<file path="config.mk">
export PLATFORM = sky130hd
export DESIGN_NAME = line_drawer
export DESIGN_NICKNAME = d
export VERILOG_FILES = /design/src/rtl/render_pkg.sv /design/src/rtl/line_step_calc.sv /design/src/rtl/line_drawer.sv
export SDC_FILE = /design/constraint.sdc
export NUM_CORES = 1
export LEC_CHECK = 0
export ABC_AREA = 1
export CORE_MARGIN = 8
export CORE_UTILIZATION = 50
export DETAILED_ROUTE_END_ITERATION = 8
export DONT_BUFFER_PORTS = 1
export GPL_TIMING_DRIVEN = 0
export SKIP_LAST_GASP = 1
export SYNTH_ARGS = -nofsm -noshare
export SYNTH_HDL_FRONTEND = slang
export SYNTH_SLANG_ARGS = --single-unit
</file>
<file path="constraint.sdc">
create_clock -name clk -period 12.05 [get_ports clk]
set_input_delay 2.41 -clock clk [delete_from_list [all_inputs] [get_ports clk]]
set_output_delay 2.41 -clock clk [all_outputs]
set_load 0.01 [all_outputs]
</file>
<file path="src/rtl/render_pkg.sv">
// rtl/render_pkg.sv - shared coordinate width, screen size and line FSM state type
package render_pkg;
  localparam int COORD_W  = 10;
  localparam int SCREEN_W = 640;
  localparam int SCREEN_H = 480;

  typedef enum logic [1:0] {
    IDLE,
    READY,
    SENT,
    FINISH
  } line_state_t;
endpackage

</file>
<file path="src/rtl/line_step_calc.sv">
// rtl/line_step_calc.sv - one combinational Bresenham step (error update and point advance)
module line_step_calc #(
  parameter int W = 10
) (
  input  logic [W-1:0]        x,
  input  logic [W-1:0]        y,
  input  logic signed [W+1:0] err,
  input  logic signed [W+1:0] dx,
  input  logic signed [W+1:0] dy,
  input  logic signed [W+1:0] sx,
  input  logic signed [W+1:0] sy,
  output logic [W-1:0]        x_next,
  output logic [W-1:0]        y_next,
  output logic signed [W+1:0] err_next
);
  logic signed [W+2:0] e2;
  logic signed [W+2:0] dx_w;
  logic signed [W+2:0] dy_w;
  logic signed [W+1:0] x_sum;
  logic signed [W+1:0] y_sum;
  logic                step_x;
  logic                step_y;

  always_comb begin
    e2     = $signed({err, 1'b0});
    dx_w   = {dx[W+1], dx};
    dy_w   = {dy[W+1], dy};
    step_x = (e2 >= dy_w);
    step_y = (e2 <= dx_w);
    err_next = err + (step_x ? dy : '0) + (step_y ? dx : '0);
    // coordinates are unsigned; sx/sy of -1 wrap correctly after truncation
    x_sum  = $signed({2'b00, x}) + sx;
    y_sum  = $signed({2'b00, y}) + sy;
    x_next = step_x ? W'(x_sum) : x;
    y_next = step_y ? W'(y_sum) : y;
  end
endmodule

</file>
<file path="src/rtl/line_drawer.sv">
// rtl/line_drawer.sv - Bresenham line stepper emitting one pixel write per enable
// Optional macro LINE_CLIP_EN suppresses writes for points outside SCREEN_W x SCREEN_H.
module line_drawer
  import render_pkg::*;
#(
  parameter int COORD_W = render_pkg::COORD_W
) (
  input  logic               clk,
  input  logic               rst,
  input  logic               set_new,
  input  logic               draw_enable,
  input  logic               enable,
  input  logic [COORD_W-1:0] x0,
  input  logic [COORD_W-1:0] y0,
  input  logic [COORD_W-1:0] x1,
  input  logic [COORD_W-1:0] y1,
  output logic [COORD_W-1:0] pix_x,
  output logic [COORD_W-1:0] pix_y,
  output logic               pix_we,
  output logic               done,
  output logic               busy
);
  localparam logic signed [COORD_W+1:0] PLUS_ONE  = (COORD_W+2)'(1);
  localparam logic signed [COORD_W+1:0] MINUS_ONE = -(COORD_W+2)'(1);

  line_state_t state, state_next;
  logic [COORD_W-1:0] cur_x, cur_y, end_x, end_y;
  logic [COORD_W-1:0] cur_x_next, cur_y_next, end_x_next, end_y_next;
  logic [COORD_W-1:0] pix_x_next, pix_y_next;
  logic               pix_we_next, done_next;
  logic signed [COORD_W+1:0] dx, dy, sx, sy, err;
  logic signed [COORD_W+1:0] dx_next, dy_next, sx_next, sy_next, err_next;
  logic signed [COORD_W+1:0] diff_x, diff_y;
  logic [COORD_W-1:0]        step_x, step_y;
  logic signed [COORD_W+1:0] step_err;
  logic write_ok, at_end, on_screen;

  line_step_calc #(.W(COORD_W)) u_step (
    .x        (cur_x),
    .y        (cur_y),
    .err      (err),
    .dx       (dx),
    .dy       (dy),
    .sx       (sx),
    .sy       (sy),
    .x_next   (step_x),
    .y_next   (step_y),
    .err_next (step_err)
  );

  assign busy = (state != IDLE) && !done;

  always_ff @(posedge clk) begin
    if (rst) begin
      state  <= IDLE;
      cur_x  <= '0;
      cur_y  <= '0;
      end_x  <= '0;
      end_y  <= '0;
      dx     <= '0;
      dy     <= '0;
      sx     <= '0;
      sy     <= '0;
      err    <= '0;
      pix_x  <= '0;
      pix_y  <= '0;
      pix_we <= 1'b0;
      done   <= 1'b0;
    end else begin
      state  <= state_next;
      cur_x  <= cur_x_next;
      cur_y  <= cur_y_next;
      end_x  <= end_x_next;
      end_y  <= end_y_next;
      dx     <= dx_next;
      dy     <= dy_next;
      sx     <= sx_next;
      sy     <= sy_next;
      err    <= err_next;
      pix_x  <= pix_x_next;
      pix_y  <= pix_y_next;
      pix_we <= pix_we_next;
      done   <= done_next;
    end
  end

  always_comb begin
    state_next  = state;
    cur_x_next  = cur_x;
    cur_y_next  = cur_y;
    end_x_next  = end_x;
    end_y_next  = end_y;
    dx_next     = dx;
    dy_next     = dy;
    sx_next     = sx;
    sy_next     = sy;
    err_next    = err;
    pix_x_next  = pix_x;
    pix_y_next  = pix_y;
    pix_we_next = 1'b0;
    done_next   = done;

    diff_x   = $signed({2'b00, x1}) - $signed({2'b00, x0});
    diff_y   = $signed({2'b00, y1}) - $signed({2'b00, y0});
    write_ok = enable && ((state == READY) || (state == SENT));
    at_end   = (cur_x == end_x) && (cur_y == end_y);
`ifdef LINE_CLIP_EN
    on_screen = (cur_x < COORD_W'(SCREEN_W)) && (cur_y < COORD_W'(SCREEN_H));
`else
    on_screen = 1'b1;
`endif

    if (set_new && draw_enable) begin
      cur_x_next = x0;
      cur_y_next = y0;
      end_x_next = x1;
      end_y_next = y1;
      dx_next    = diff_x[COORD_W+1] ? -diff_x : diff_x;
      dy_next    = diff_y[COORD_W+1] ? diff_y : -diff_y;
      sx_next    = (x0 < x1) ? PLUS_ONE : MINUS_ONE;
      sy_next    = (y0 < y1) ? PLUS_ONE : MINUS_ONE;
      err_next   = (diff_x[COORD_W+1] ? -diff_x : diff_x)
                 + (diff_y[COORD_W+1] ? diff_y : -diff_y);
      done_next  = 1'b0;
      state_next = READY;
    end else begin
      if (write_ok) begin
        pix_x_next  = cur_x;
        pix_y_next  = cur_y;
        pix_we_next = on_screen;
        state_next  = at_end ? FINISH : SENT;
        if (at_end) done_next = 1'b1;
      end
      // a step follows a write, either from an earlier cycle or this one
      if (draw_enable && ((state == SENT) || (write_ok && !at_end))) begin
        cur_x_next = step_x;
        cur_y_next = step_y;
        err_next   = step_err;
        state_next = READY;
      end
    end
  end
endmodule
</file>
==> results of run 1 <==
-- power groups by stage --
stage	Sequential, mW	Combinational (mW)	Clock [mW]
CTS	0.407	0.577	0.313
finish	0.407	0.577	0.311
floorplan	0.403	0.434	0
detailed placement	0.415	0.573	0
global route	0.412	0.658	0.325
global placement	0.415	0.571	0
-- layout by cell type (no fill, tap or decap), drive strengths merged, types with 32 or more instances in the layout --
master  Yosys  routed
inv       207     211
xor2       39      39
nand2     277     277
o21ai     114     114
a21oi      92      92
nand3      64      64
clkbuf     22      32
nor2      105     105
dfxtp     103     103
ha         87      87
-- critical path, cell delays in order --
cell and delay, ns:
inv_1 0.05, ha_1 0.14, inv_1 0.06, fa_1 0.40, nand3_1 0.09, nand2_1 0.12
nand2_1 0.09, nand2_1 0.08, a21oi_2 0.14, o21a_4 0.18, inv_2 0.07, or2_1 0.21
xor2_1 0.38, inv_1 0.09, ha_1 0.38, a21oi_1 0.24, o21ai_0 0.16, a21oi_1 0.19
nor2_1 0.08, o21ai_0 0.17, nand2_1 0.09, o21ai_0 0.18, nand2_1 0.09, nor2_1 0.09
nor2_1 0.05
-- final timing paths --
check,slack (ns),depth (start not counted),end,from
worst max-delay path,6.05,25,err[8]$_SDFFE_PP0P_,x1[0]
worst min-delay path,0.49,2,dx[9]$_SDFFE_PP0P_,dx[9]$_SDFFE_PP0P_
worst max register to register,7.34,31,err[11]$_SDFFE_PP0P_,dx[11]$_SDFFE_PP0P_
worst min register to register,0.49,2,dx[9]$_SDFFE_PP0P_,dx[9]$_SDFFE_PP0P_
-- layout make-up --
type	instances	area, µm²
Clock buffer	10	229.0
Sequential cell	103	2062
Tap cell	220	275.3
Buffer	33	155.1
Multi-Input combinational cell	905	5454
Fill cell	1742	7552
Clock inverter	6	75.07
Inverter	208	780.7
-- metal layers --
layer  up-vias  share of wire  GRT usage
met2       177           0.48     0.4172
met5         -              0          0
met4         0          0.019    0.06698
met1      3538           0.44     0.2883
met3        29          0.056    0.04295
li1       4079              -          -
-- through the flow --
step	std cells	cell area [µm²]	power, mW	worst slack [ns]	hold slack (ns)
6_report	1485	9031	1.295	6.046	0.4920
5_1_grt	1485	9031	1.394	5.664	0.5018
4_1_cts	1485	9031	1.298	6.104	0.4925
3_5_place_dp	1469	8727	0.9880	5.733	0.4681
3_3_place_gp	1469	8727	0.9857	5.801	0.4720
2_1_floorplan	1249	8452	0.8372	6.456	0.4395
-- sequential cells by signal, indices dropped and copies added, names as in the netlist --
| signal | cells |
|---|---|
| sy | 1 |
| pix_x | 10 |
| dx | 12 |
| cur_x | 10 |
| end_y | 10 |
| sx | 2 |
| cur_y | 10 |
| dy | 12 |
| err | 12 |
| pix_y | 10 |
| done | 1 |
| end_x | 10 |
| state | 2 |
| pix_we | 1 |
-- logic make-up (layout without fill, tap and decap cells) --
logic type / Yosys count / after routing / share of synthesized area
simple gates: 490 / 490 / 0.2450
compound gates: 255 / 255 / 0.1692
buf+inv: 241 / 257 / 0.1107
fa+ha+maj: 104 / 104 / 0.1691
flops: 103 / 103 / 0.2440
xor+xnor: 56 / 56 / 0.06203
==> qor.csv, run 1 <==
metric,value,unit
status,"complete, no violations",
cts-htree-levels,3,
cp_max_fo,7,
clk_pin_slew_worst_paths,0.07,ns
hold_violations,0,
switching_share,0.4314,
syn_inst,1249,
die_height,146.0,µm
coreArea,16580,µm²
drt_iter0_markers,471,
p_sw,0.5588,mW
p_seq_frac,0.314,
setup_viol,0,
synth_seq_area_share,0.2440,
ys_seq_elements,103,
cts_root_buffer,clkbuf_16,
p_leak,4.341,nW
grt_pass1_vias,7645,
drtAntennaViolNets,0,
drc_errors,0,
gr-total-overflow,0,
routed-via-count,7823,
maxCapViolCount,0,
start_util,0.5097,
clkPwrFrac,0.240,
rsz0062_at_grt,false,
cp.arrival,6.25,ns
cp-end-kind,flip-flop,
synth_nets,1398,
combPwrFrac,0.445,
drv_slew,0,
grt_max_degree,19,
grt_use_total,0.2365,
diodes,0,
final_core_util,0.5446,
dp_hpwl,20.71,mm
nets,1409,
yosys_most_used_dff,dfxtp_1,
yosysMostFrequentCell,nand2_1,
viasPerCell,5.268,
post_drt_wl_per_cell,17.04,µm
cts_inserted_buffers,9,
wl,25.30,mm
io_buffers,0,
cts_tree,yes,
synth_top_area_cell,dfxtp_1,
fmax,166.6,MHz
clk_path_buf_depth,2,
start_kind,primary input,
synth.distinct_cells,52,
relSlewSlack,0.4806,
clock-sinks,103,
fin_tns_setup,0,ns
ys_top_cells_by_area,"dfxtp_1, ha_1, nand2_1",
antenna_found_initial,0,
postCtsSetupBuffers,0,
hold_class,flip-flop to flip-flop,
internal_power,0.7365,mW
fin_worst_skew,0.01267,ns
power.density,143.4,nW/µm²
synth.top_cell.area_share,0.2440,
insertion_delay,0.36,ns
avgSynthCellArea,6.767,µm²
async_reset_ff_frac,0,
num_rows,47,
yosysWarnings,0,
die_w,146.0,µm
ctsResizeCount,0,
firstDrtPassIters,5,
drive_above_1_share,0.04822,
tightestPinTransition,0.7709,ns
synth-edff-count,0,
peakVddDrop,0.08574,mV
critPathKind,primary input to flip-flop,
areaGrowthSynthToFinish,6.854,%
gp_congestion,0.9041,
die_area,21320,µm²
finalCritPeriodShare,0.4983,
worstPathRequired,12.29,ns
ios,68,
syn_area,8452,µm²
yosys-top-cells-count,"nand2_1, inv_1, o21ai_0",
grt_pass1_wl,40.25,mm
holdBufCountCts,0,
period_minus_slack,6.004,ns
Power figures use the tool's default switching activity.
==> run 2: changes to the inputs <==
Settings changed: PLACE_DENSITY from default to 0.68.
Clock period 12.05 ns to 5.23 ns, I/O delays scaled along.
==> qor.csv, run 2 (synthesis gave the netlist of run 1 again) <==
metric,value,unit
period_minus_slack,4.545,ns
hold_class,flip-flop to flip-flop,
maxCapViolCount,0,
endpoint,err[8]$_SDFFE_PP0P_,
firstDrtPassIters,5,
diodes,0,
drt_iter0_markers,469,
grt_pass1_wl,40.15,mm
viasPerCell,5.352,
setup_viol,0,
clock-sinks,103,
final_area,9036,µm²
pre_cts_slack,0.2958,ns
tightestPinTransition,0.8045,ns
layout_common_cells,"nand2_1, inv_1, o21ai_0",
wl,24.67,mm
crit_start,x1[0],
hold_violations,0,
power.density,328.3,nW/µm²
die_area,21320,µm²
status,"complete, no violations",
finalCritPeriodShare,0.8690,
areaGrowthSynthToFinish,6.913,%
coreArea,16580,µm²
clk_pin_slew_worst_paths,0.08,ns
start_util,0.5097,
grt_pass1_vias,7730,
r2r_end,err[11]$_SDFFE_PP0P_,
cts_tree,yes,
grt_max_degree,22,
cp_max_fo,7,
insertion_delay,0.37,ns
multi_input_area,5454,µm²
cp-end-kind,flip-flop,
drc_errors,0,
num_rows,47,
cts-htree-levels,3,
die_w,146.0,µm
r2r_setup_slack,0.70,ns
slowest_stage,fa_1,
cts_inserted_buffers,9,
start_kind,primary input,
setup_ws,0.6853,ns
cpMostUsedCell,nand2_1,
drtAntennaViolNets,0,
cp.arrival,4.80,ns
drv_slew,0,
peakVddDrop,0.1925,mV
worstPathRequired,5.49,ns
ctsResizeCount,0,
die_height,146.0,µm
relSlewSlack,0.4637,
cts_root_buffer,clkbuf_16,
drive_above_1_share,0.04905,
p_leak,4.342,nW
ios,68,
fmax,220.0,MHz
rsz0062_at_grt,false,
r2r_cells,28,
fin_worst_skew,0.01118,ns
slowest_delay,0.40,ns
final_common_cell,nand2_1,
num-fill-cells,1699,
critPathKind,primary input to flip-flop,
placed_area,8727,µm²
reg_top3,"dx x12, dy x12, err x12",
seq_area,2062,µm²
grt_use_total,0.2330,
gr-total-overflow,0,
io_buffers,0,
gp_congestion,0.9097,
routed-via-count,7943,
dp_hpwl,19.95,mm
post_drt_wl_per_cell,16.62,µm
antenna_found_initial,0,
fin_tns_setup,0,ns
nets,1408,
r2r_start,err[11]$_SDFFE_PP0P_,
clk_path_buf_depth,2,
run 2: timing repair:
item | in CTS | in global routing
hold buffers | 0 | 0
endpoints found under the hold margin | 0 | 0
setup endpoints to repair | 0 | 1
setup buffers | 0 | 0
run 2: area by class of cell:
type | count | share of cell area
Tap cell | 220 | 0.03046
Inverter | 208 | 0.08640
Clock inverter | 7 | 0.009693
Multi-Input combinational cell | 905 | 0.6036
Buffer | 32 | 0.01675
Sequential cell | 103 | 0.2282
Clock buffer | 9 | 0.02492
run 2: worst min-delay path by stage:
stage,start,end,slack (ns),cells past startpoint
CTS,end_y[7]$_SDFFE_PP0P_,end_y[7]$_SDFFE_PP0P_,0.49,2
detailed placement,end_y[6]$_SDFFE_PP0P_,end_y[6]$_SDFFE_PP0P_,0.48,1
floorplan,end_y[7]$_SDFFE_PP0P_,end_y[7]$_SDFFE_PP0P_,0.44,2
global route,state[1]$_SDFFE_PP0P_,state[1]$_SDFFE_PP0P_,0.51,2
finish,end_y[7]$_SDFFE_PP0P_,end_y[7]$_SDFFE_PP0P_,0.50,2
global placement,end_y[7]$_SDFFE_PP0P_,end_y[7]$_SDFFE_PP0P_,0.46,2
run 2: metal layers:
metal	GRT usage	vias up	wire length (µm)
li1	-	4076	-
met1	0.2865	3618	10880
met2	0.3956	206	11590
met3	0.04821	43	1552
met4	0.08398	0	645
met5	0	-	0
run 2: worst max-delay path, delay by kind of cell:
kind	cells	cell delay, ns
fa+ha+maj	3	0.90
simple gates	10	0.99
buf+inv	4	0.27
compound gates	7	1.28
xor+xnor	1	0.32
run 2: report_power, final:
part / switching [mW] / internal [mW]
Clock: 0.365 / 0.344
Combinational: 0.860 / 0.457
Sequential: 0.0820 / 0.857
Total: 1.31 / 1.66
run 2: stage by stage:
stage	hold slack, ns	total power, mW	utilization	std cells
finish	0.4953	2.966	0.5449	1484
global route	0.5081	3.199	0.5449	1484
CTS	0.4940	2.972	0.5451	1485
detailed placement	0.4778	2.258	0.5263	1469
global placement	0.4575	2.246	0.5263	1469
floorplan	0.4395	1.929	-	1249
==> run 3: changes to the inputs <==
Settings changed: ABC_AREA 1 to 0.
==> qor.csv, run 3 <==
metric,value,unit
cp.arrival,5.27,ns
routed-via-count,7203,
dp_hpwl,18.83,mm
fin_worst_skew,0.009679,ns
drc_errors,0,
num-fill-cells,1572,
grt_pass1_wl,36.94,mm
firstDrtPassIters,7,
clk_path_buf_depth,2,
finalCritPeriodShare,0.9551,
grt_max_degree,20,
syn_inst,1024,
grt_use_total,0.2332,
post_drt_wl_per_cell,18.75,µm
clk_pin_slew_worst_paths,0.07,ns
yosysWarnings,0,
coreArea,15770,µm²
die_height,142.7,µm
viasPerCell,5.721,
rsz0062_at_grt,true,
setup_viol,0,
ys_seq_elements,103,
io_buffers,0,
peakVddDrop,0.1731,mV
internal_power,1.712,mW
final_area,8647,µm²
critPathKind,primary input to flip-flop,
gr-total-overflow,0,
p_sw,1.151,mW
grt_pass1_vias,7073,
worstPathRequired,5.50,ns
power.density,331.1,nW/µm²
insertion_delay,0.36,ns
yosys_most_used_dff,dfxtp_1,
slowest_delay,0.43,ns
wl,23.60,mm
drv_slew,0,
crit_family,compound AO/OA/AOI/OAI gates,
ys_top_cells_by_area,"dfxtp_1, ha_1, xnor2_1",
p_seq_frac,0.317,
cp_max_fo,10,
nets,1187,
cts_root_buffer,clkbuf_16,
cts_inserted_buffers,9,
yosys-top-cells-count,"nand2_1, nor2_1, dfxtp_1",
cpMostUsedCell,inv_1,
slowest_stage,fa_1,
final_cells,1259,
status,"complete, no violations",
antenna_found_initial,0,
synth_seq_area_share,0.2568,
clkPwrFrac,0.236,
maxCapViolCount,0,
hold_violations,0,
cts-htree-levels,3,
p_leak,3.541,nW
cts_tree,yes,
switching_share,0.4019,
layout_common_cells,"nand2_1, nor2_1, dfxtp_1",
drtAntennaViolNets,0,
drive_above_1_share,0.04794,
die_area,20370,µm²
async_reset_ff_frac,0,
hold_class,flip-flop to flip-flop,
clock-sinks,103,
crit_chain,inv_1 > ha_1 > inv_1 > fa_1 > a211oi_2 > o21bai_1 > a2111oi_2 > nor3_1 > a31o_1 > buf_6 > mux2i_4 > inv_1 > ha_1 > a21oi_2 > o21ai_2 > nor4_2 > nor3_1 > a2111oi_2 > o21bai_1 > a21oi_1 > xnor2_1 > a211oi_1,
combPwrFrac,0.447,
diodes,0,
start_util,0.5091,
synth.top_cell.area_share,0.2568,
fmax,200.2,MHz
synth-edff-count,0,
dp_cells,1240,
synth_nets,1173,
synth_top_area_cell,dfxtp_1,
gp_congestion,0.9308,
placed_area,8299,µm²
start_kind,primary input,
die_w,142.7,µm
relSlewSlack,0.3839,
final_common_cell,nand2_1,
drt_iter0_markers,475,
reg_top3,"dx x12, dy x12, err x12",
yosysMostFrequentCell,nand2_1,
num_rows,46,
areaGrowthSynthToFinish,7.698,%
avgSynthCellArea,7.841,µm²
cp_num_buf_inv,4,
period_minus_slack,4.995,ns
tightestPinTransition,0.9242,ns
cp-end-kind,flip-flop,
syn_area,8029,µm²
synth.distinct_cells,66,
ios,68,
-- run 3: changes by cell type after synthesis, sizes merged, moves of 20 or more --
cell	change
nand2	-156
inv	-123
o21ai	-75
nand3	-59
a211oi	+49
xnor2	+44
xor2	-21
nor2b	+20
-- run 3: worst paths after layout --
kind,start,to,slack (ns),cells past startpoint
worst max-delay path,x1[0],err[11]$_SDFFE_PP0P_,0.23,22
worst min-delay path,dx[10]$_SDFFE_PP0P_,dx[10]$_SDFFE_PP0P_,0.45,2
worst max register to register,dy[1]$_SDFFE_PP0P_,err[11]$_SDFFE_PP0P_,0.29,22
worst min register to register,dx[10]$_SDFFE_PP0P_,dx[10]$_SDFFE_PP0P_,0.45,2
-- run 3: tightest hold or removal path, delay by kind of cell (launching register included) --
family           cells  cell delay [ns]
AO/OA/AOI/OAI        1             0.05
AND/OR/NAND/NOR      1             0.05
flip-flops           1             0.31
-- run 3: timing repair --
action / CTS / global route
pin swaps: 1 / 3
hold buffers: 0 / 0
resized for setup: 3 / 7
setup endpoints to repair: 2 / 3
buffers inserted: 1 / 2
-- run 3: kinds of logic (layout without fill, tap and decap cells) --
family                     Yosys count  count (layout)  synth area share
AOI/OAI and AO/OA                  257             257            0.2079
xor gates and xnor gates            79              79           0.08805
adders and majority gates          104             104            0.1780
buffers and inverters              123             142           0.05937
DFF                                103             103            0.2568
muxes                               11              11           0.01387
and+or+nand+nor                    347             347            0.1960
-- run 3: power by group through the flow --
stage,clock [mW],combinational (mW),sequential (mW)
floorplan,0,0.957,0.905
global placement,0,1.19,0.925
detailed placement,0,1.21,0.927
CTS,0.683,1.24,0.908
global route,0.717,1.42,0.917
finish,0.675,1.28,0.909
-- run 3: per-layer routing --
metal | global-route usage | vias up | wire length, µm
li1 | - | 3570 | -
met1 | 0.2877 | 3404 | 10370
met2 | 0.3838 | 182 | 10850
met3 | 0.06043 | 47 | 1735
met4 | 0.08501 | 0 | 652
met5 | 0 | - | 0
-- run 3: metrics by stage --
step           worst slack, ns  total power [mW]  hold WS (ns)  utilization   TNS, ns
3_3_place_gp           -0.6321             2.116        0.4471       0.5263    -1.198
2_1_floorplan           0.1046             1.862        0.4319            -         0
6_report                0.2348             2.863        0.4541       0.5483         0
4_1_cts                0.07726             2.834        0.4595       0.5465         0
3_5_place_dp           -0.7429             2.139        0.4512       0.5263    -1.563
5_1_grt               -0.03337             3.052        0.4901       0.5483  -0.03337
-- run 3: cell type report --
cell class / count / area, µm² / area share
multi-input cells: 798 / 5523 / 0.6387
flip-flops and latches: 103 / 2062 / 0.2385
inverters: 84 / 315.3 / 0.03646
well taps: 216 / 270.3 / 0.03125
clock buffers: 10 / 229.0 / 0.02648
plain buffers: 39 / 161.4 / 0.01867
clock inverters: 6 / 63.81 / 0.007380
repair buffers: 3 / 22.52 / 0.002605
